<file path="src/rtl/line_delay_ctrl.sv">
`default_nettype none
// ============================================================================
// Module   : line_delay_ctrl
// Function : Line-delay controller pairing each pixel with the one DEPTH earlier
// Revision : 1.0
// ============================================================================
module line_delay_ctrl #(
  parameter int DATA_WIDTH = 16,
  parameter int DEPTH      = 10,
  parameter int FRAME_LEN  = 100
) (
  input  logic                  clk,
  input  logic                  rst_n,
  input  logic                  in_valid,
  output logic                  in_ready,
  input  logic [DATA_WIDTH-1:0] in_data,
  output logic                  ram_wr_en,
  output logic                  ram_rd_en,
  output logic [DATA_WIDTH-1:0] ram_data_in,
  input  logic [DATA_WIDTH-1:0] ram_data_out,
  output logic                  out_valid,
  output logic [DATA_WIDTH-1:0] out_delayed,
  output logic [DATA_WIDTH-1:0] out_cur,
  output logic                  frame_done
);

  localparam int CNT_W = (FRAME_LEN > 1) ? $clog2(FRAME_LEN) : 1;
  localparam int DRN_W = (DEPTH > 1) ? $clog2(DEPTH) : 1;

  localparam logic [CNT_W-1:0] c_frame_last = CNT_W'(FRAME_LEN - 1);
  localparam logic [CNT_W-1:0] c_fill_last  = CNT_W'(DEPTH - 1);
  localparam logic [DRN_W-1:0] c_drain_last = DRN_W'(DEPTH - 1);

  typedef enum logic [1:0] {
    FILL   = 2'd0,
    STREAM = 2'd1,
    DRAIN  = 2'd2
  } state_t;

  state_t                r_state;
  state_t                w_state_nxt;
  logic [CNT_W-1:0]      r_in_cnt;
  logic [DRN_W-1:0]      r_drain_cnt;
  logic                  r_out_valid;
  logic [DATA_WIDTH-1:0] r_out_cur;
  logic                  r_frame_done;

  logic                  w_accept;
  logic                  w_rd_en;
  logic                  w_frame_end;
  logic                  w_drain_end;

  assign w_frame_end = (r_in_cnt == c_frame_last);
  assign w_drain_end = (r_state == DRAIN) && (r_drain_cnt == c_drain_last);

  always_comb begin
    w_state_nxt = r_state;
    in_ready    = 1'b0;
    w_rd_en     = 1'b0;
    w_accept    = 1'b0;
    case (r_state)
      FILL: begin
        in_ready = 1'b1;
        w_accept = in_valid;
        if (w_accept && (r_in_cnt == c_fill_last))
          w_state_nxt = w_frame_end ? DRAIN : STREAM;
      end
      STREAM: begin
        in_ready = 1'b1;
        w_accept = in_valid;
        // Oldest entry is read in the same cycle it is overwritten.
        w_rd_en  = w_accept;
        if (w_accept && w_frame_end)
          w_state_nxt = DRAIN;
      end
      DRAIN: begin
        w_rd_en = 1'b1;
        if (w_drain_end)
          w_state_nxt = FILL;
      end
      default: w_state_nxt = FILL;
    endcase
  end

  assign ram_wr_en   = w_accept;
  assign ram_rd_en   = w_rd_en;
  assign ram_data_in = in_data;

  always_ff @(posedge clk or negedge rst_n) begin
    if (!rst_n) begin
      r_state      <= FILL;
      r_in_cnt     <= '0;
      r_drain_cnt  <= '0;
      r_out_valid  <= 1'b0;
      r_out_cur    <= '0;
      r_frame_done <= 1'b0;
    end else begin
      r_state      <= w_state_nxt;
      r_out_valid  <= w_rd_en;
      r_out_cur    <= (w_accept && w_rd_en) ? in_data : '0;
      r_frame_done <= w_drain_end;
      if (w_accept)
        r_in_cnt <= w_frame_end ? '0 : r_in_cnt + 1'b1;
      if (r_state == DRAIN)
        r_drain_cnt <= w_drain_end ? '0 : r_drain_cnt + 1'b1;
    end
  end

  assign out_valid   = r_out_valid;
  assign out_delayed = ram_data_out;
  assign out_cur     = r_out_cur;
  assign frame_done  = r_frame_done;

endmodule
`default_nettype wire
</file>
<file path="config.mk">
export PLATFORM = sky130hd
export DESIGN_NAME = line_delay_ctrl
export DESIGN_NICKNAME = d
export VERILOG_FILES = /design/src/rtl/line_delay_ctrl.sv
export SDC_FILE = /design/constraint.sdc
export NUM_CORES = 1
export LEC_CHECK = 0
export ABC_AREA = 1
export CORE_AREA = 4 4 82 69
export DETAILED_ROUTE_END_ITERATION = 10
export DIE_AREA = 0 0 86 73
export GPL_ROUTABILITY_DRIVEN = 0
export PLACE_DENSITY = 0.72
export SYNTH_ARGS = -nofsm -noshare
export SYNTH_HDL_FRONTEND = slang
export SYNTH_SLANG_ARGS = --single-unit
</file>
<file path="constraint.sdc">
create_clock -name clk -period 1.3 [get_ports clk]
set_input_delay 0.26 -clock clk [delete_from_list [all_inputs] [get_ports clk]]
set_output_delay 0.26 -clock clk [all_outputs]
set_load 0.02 [all_outputs]
</file>
==> impl_metrics.json <==
{
  "ys_types": 22,
  "fin_nets": 290,
  "cts.path.max_buffers": 2,
  "crit_chain": "inv_2, ha_4, nor2_4, buf_12, nor2_8, buf_6",
  "grt_pass1_vias": 1294,
  "wire_per_inst_um": 11.76,
  "drive_above_1_share": 0.3750,
  "ys_top_cells_by_area": "dfrtp_1 46%, buf_4 14%, inv_1 8.2%, nand2_1 6.0%, nor2_1 5.8%",
  "p_leak_nw": 1.348,
  "grt.total_usage": 0.1233,
  "ant_nets": 0,
  "syn_to_final_growth_pct": 51.18,
  "hp-class": "in -> async",
  "portBuffers": 55,
  "cp_slowest_cell": "dfrtp_1",
  "htreeDepth": 2,
  "numCtsBuffers": 5,
  "yosysMostFrequentCell": "inv_1",
  "design.die.area_mm2": 0.006278,
  "grt-ovfl-total": 0,
  "clk_latency_ns": 0.28,
  "clockRootBuffer": "clkbuf_8",
  "n_antenna_cell": 0,
  "netlist_area_mm2": 0.001692,
  "worstPathArrival_ns": 1.39,
  "fp.dieH_um": 73,
  "power_mw": 4.815,
  "core_area_mm2": 0.004863,
  "grt_antenna_before_repair": 0,
  "ys_seq_area_frac": 0.4586,
  "avgSynthCellArea_um2": 8.675,
  "cp_top_family": "flip-flops",
  "yosys.area.top_type_share": 0.4586,
  "grt_max_degree": 32,
  "drt_iter0_drc": 64,
  "slew_headroom": 0.8373,
  "yosys.area.top_type": "dfrtp_1",
  "vias": 1316,
  "path_buf_inv": 3,
  "drv_cap": 0,
  "skew_ns": 0.009316,
  "syn-num-nets": 237,
  "crit_type": "reg -> out",
  "fin_crit_sh": 1.266,
  "regArea_um2": 775.7,
  "hold_viol_final": 0,
  "dp_hpwl_mm": 2.587,
  "yosys_warnings": 0,
  "multi_input_area_um2": 699.4,
  "fp.dieW_um": 86,
  "holdWs_ns": 0.3390,
  "peakVddDrop_mv": 0.7211,
  "synthTopCellsByCount": "37 x inv_1, 32 x buf_4, 31 x dfrtp_1",
  "status": "finished, violations left",
  "timing.rr.end": "r_in_cnt[5]$_DFFE_PN0P_",
  "max_stage_delay_ns": 0.42,
  "start_util": 0.3478,
  "r2r-start": "r_state[1]$_DFFE_PN0P_",
  "required_ns": 1.04,
  "viasPerCell": 4.245,
  "first_pass_iters": 4,
  "synthFlopType": "dfrtp_1",
  "clkSinkCount": 31,
  "dpl_cell_area_mm2": 0.002226,
  "fin_crit_ns": 1.645,
  "tns_ns": -5.900,
  "io_pins": 88,
  "path_clk_slew_ns": 0.07,
  "worst_pin_slew_ns": 0.2431,
  "synthArstFlopShare": 1.000,
  "end_kind": "primary output",
  "drc": 0,
  "synth_edf_count": 0,
  "postSynthCellCount": 195,
  "violations": "setup timing",
  "clock.fmax_mhz": 607.8,
  "crit_path_start_kind": "flip-flop",
  "drt_wl_total_mm": 3.646,
  "setup_ws_ns": -0.3454,
  "tritoncts": "done",
  "synth_seq_cells": 31,
  "fp-row-count": 23,
  "drv_slew": 0,
  "reg2regPathDepth": 11,
  "rsz0062_at_grt": "true",
  "design_area_mm2": 0.002557,
  "finalSetupViolCount": 27,
  "power_density_mw_per_mm2": 1883,
  "n_fill_cell": 454,
  "r2r_slack_ns": -0.28,
  "cp_max_fo": 3,
  "grt_pass1_wl_mm": 5.989
}
==> final cells by class <==
cell class / instances / share of cell area
timing repair buffer: 78 / 0.2994
multi-input combinational: 93 / 0.2735
clock buffer: 6 / 0.03229
sequential: 31 / 0.3033
inverter: 39 / 0.05920
tap: 62 / 0.03033
clock inverter: 1 / 0.001957
==> what timing repair did <==
action / CTS / global route
buffers inserted: 5 / 2
hold buffers: 0 / 0
pin swaps: 8 / 9
endpoints found under the setup margin: 63 / 37
gates cloned: 1 / 0
gates resized for setup: 112 / 33
==> sequential cells by signal, summed over array words and instances (netlist names) <==
name,cells
out_cur,16
r_in_cnt,7
r_drain_cnt,4
r_state,2
frame_done,1
out_valid,1
==> layer usage <==
| layer | global-route usage | vias to the layer above | part of all wire |
|---|---|---|---|
| li1 | - | 665 | - |
| met1 | 0.1560 | 593 | 0.43 |
| met2 | 0.1942 | 52 | 0.47 |
| met3 | 0.04515 | 6 | 0.082 |
| met4 | 0.04394 | 0 | 0.014 |
| met5 | 0 | - | 0 |
==> cell usage in the layout, fill, tap and decap left out, types with 2 or more instances in the layout <==
cell | netlist | final
xor2_1 | 3 | 3
clkbuf_8 | 0 | 6
o21ai_2 | 0 | 2
ha_4 | 0 | 3
nand2_1 | 27 | 22
clkdlybuf4s50_1 | 0 | 18
buf_6 | 1 | 7
dlygate4sd2_1 | 0 | 18
dfrtp_1 | 31 | 31
buf_12 | 0 | 4
nand3_1 | 6 | 5
nand2_8 | 0 | 2
nand4_1 | 4 | 4
inv_2 | 2 | 7
clkdlybuf4s15_2 | 0 | 11
nand2_4 | 2 | 2
a21oi_1 | 2 | 2
nand2_2 | 0 | 4
nor2_1 | 26 | 12
nor2_4 | 2 | 8
buf_2 | 0 | 3
clkbuf_2 | 0 | 2
nor2_2 | 2 | 10
a31oi_1 | 2 | 2
buf_4 | 32 | 14
inv_1 | 37 | 31
ha_1 | 7 | 3
==> stage by stage <==
stage / utilization / setup slack, ns / cells
after floorplan: - / -0.08505 / 195
after global placement: 0.4577 / -0.6445 / 295
after detailed placement: 0.4577 / -0.6444 / 295
after CTS: 0.5081 / -0.3384 / 308
after global routing: 0.5259 / -0.3920 / 310
final: 0.5259 / -0.3454 / 310
==> cell families (layout without fill, tap and decap cells) <==
logic type / count (synthesis) / after routing / synth area share
adders and majority gates: 7 / 7 / 0.05177
xor gates and xnor gates: 3 / 3 / 0.01554
AOI/OAI and AO/OA: 11 / 11 / 0.03846
buffers and inverters: 72 / 124 / 0.2352
and+or+nand+nor: 71 / 72 / 0.2004
DFF: 31 / 31 / 0.4586
==> power breakdown <==
part | internal [mW] | switching, mW
clock | 0.415 | 0.352
sequential | 1.21 | 0.208
combinational | 1.27 | 1.35
total | 2.90 | 1.91
==> how the worst max path moves through the flow <==
stage | end | start | depth (start not counted) | slack, ns
CTS | ram_wr_en | r_state[0]$_DFFE_PN0P_ | 6 | -0.34
global placement | ram_rd_en | in_valid | 6 | -0.64
finish | ram_wr_en | r_state[1]$_DFFE_PN0P_ | 6 | -0.35
detailed placement | ram_rd_en | in_valid | 6 | -0.64
floorplan | r_in_cnt[4]$_DFFE_PN0P_ | r_state[0]$_DFFE_PN0P_ | 8 | -0.09
global route | ram_wr_en | r_state[0]$_DFFE_PN0P_ | 6 | -0.39
Note: power is estimated with default switching activity, not from simulation.
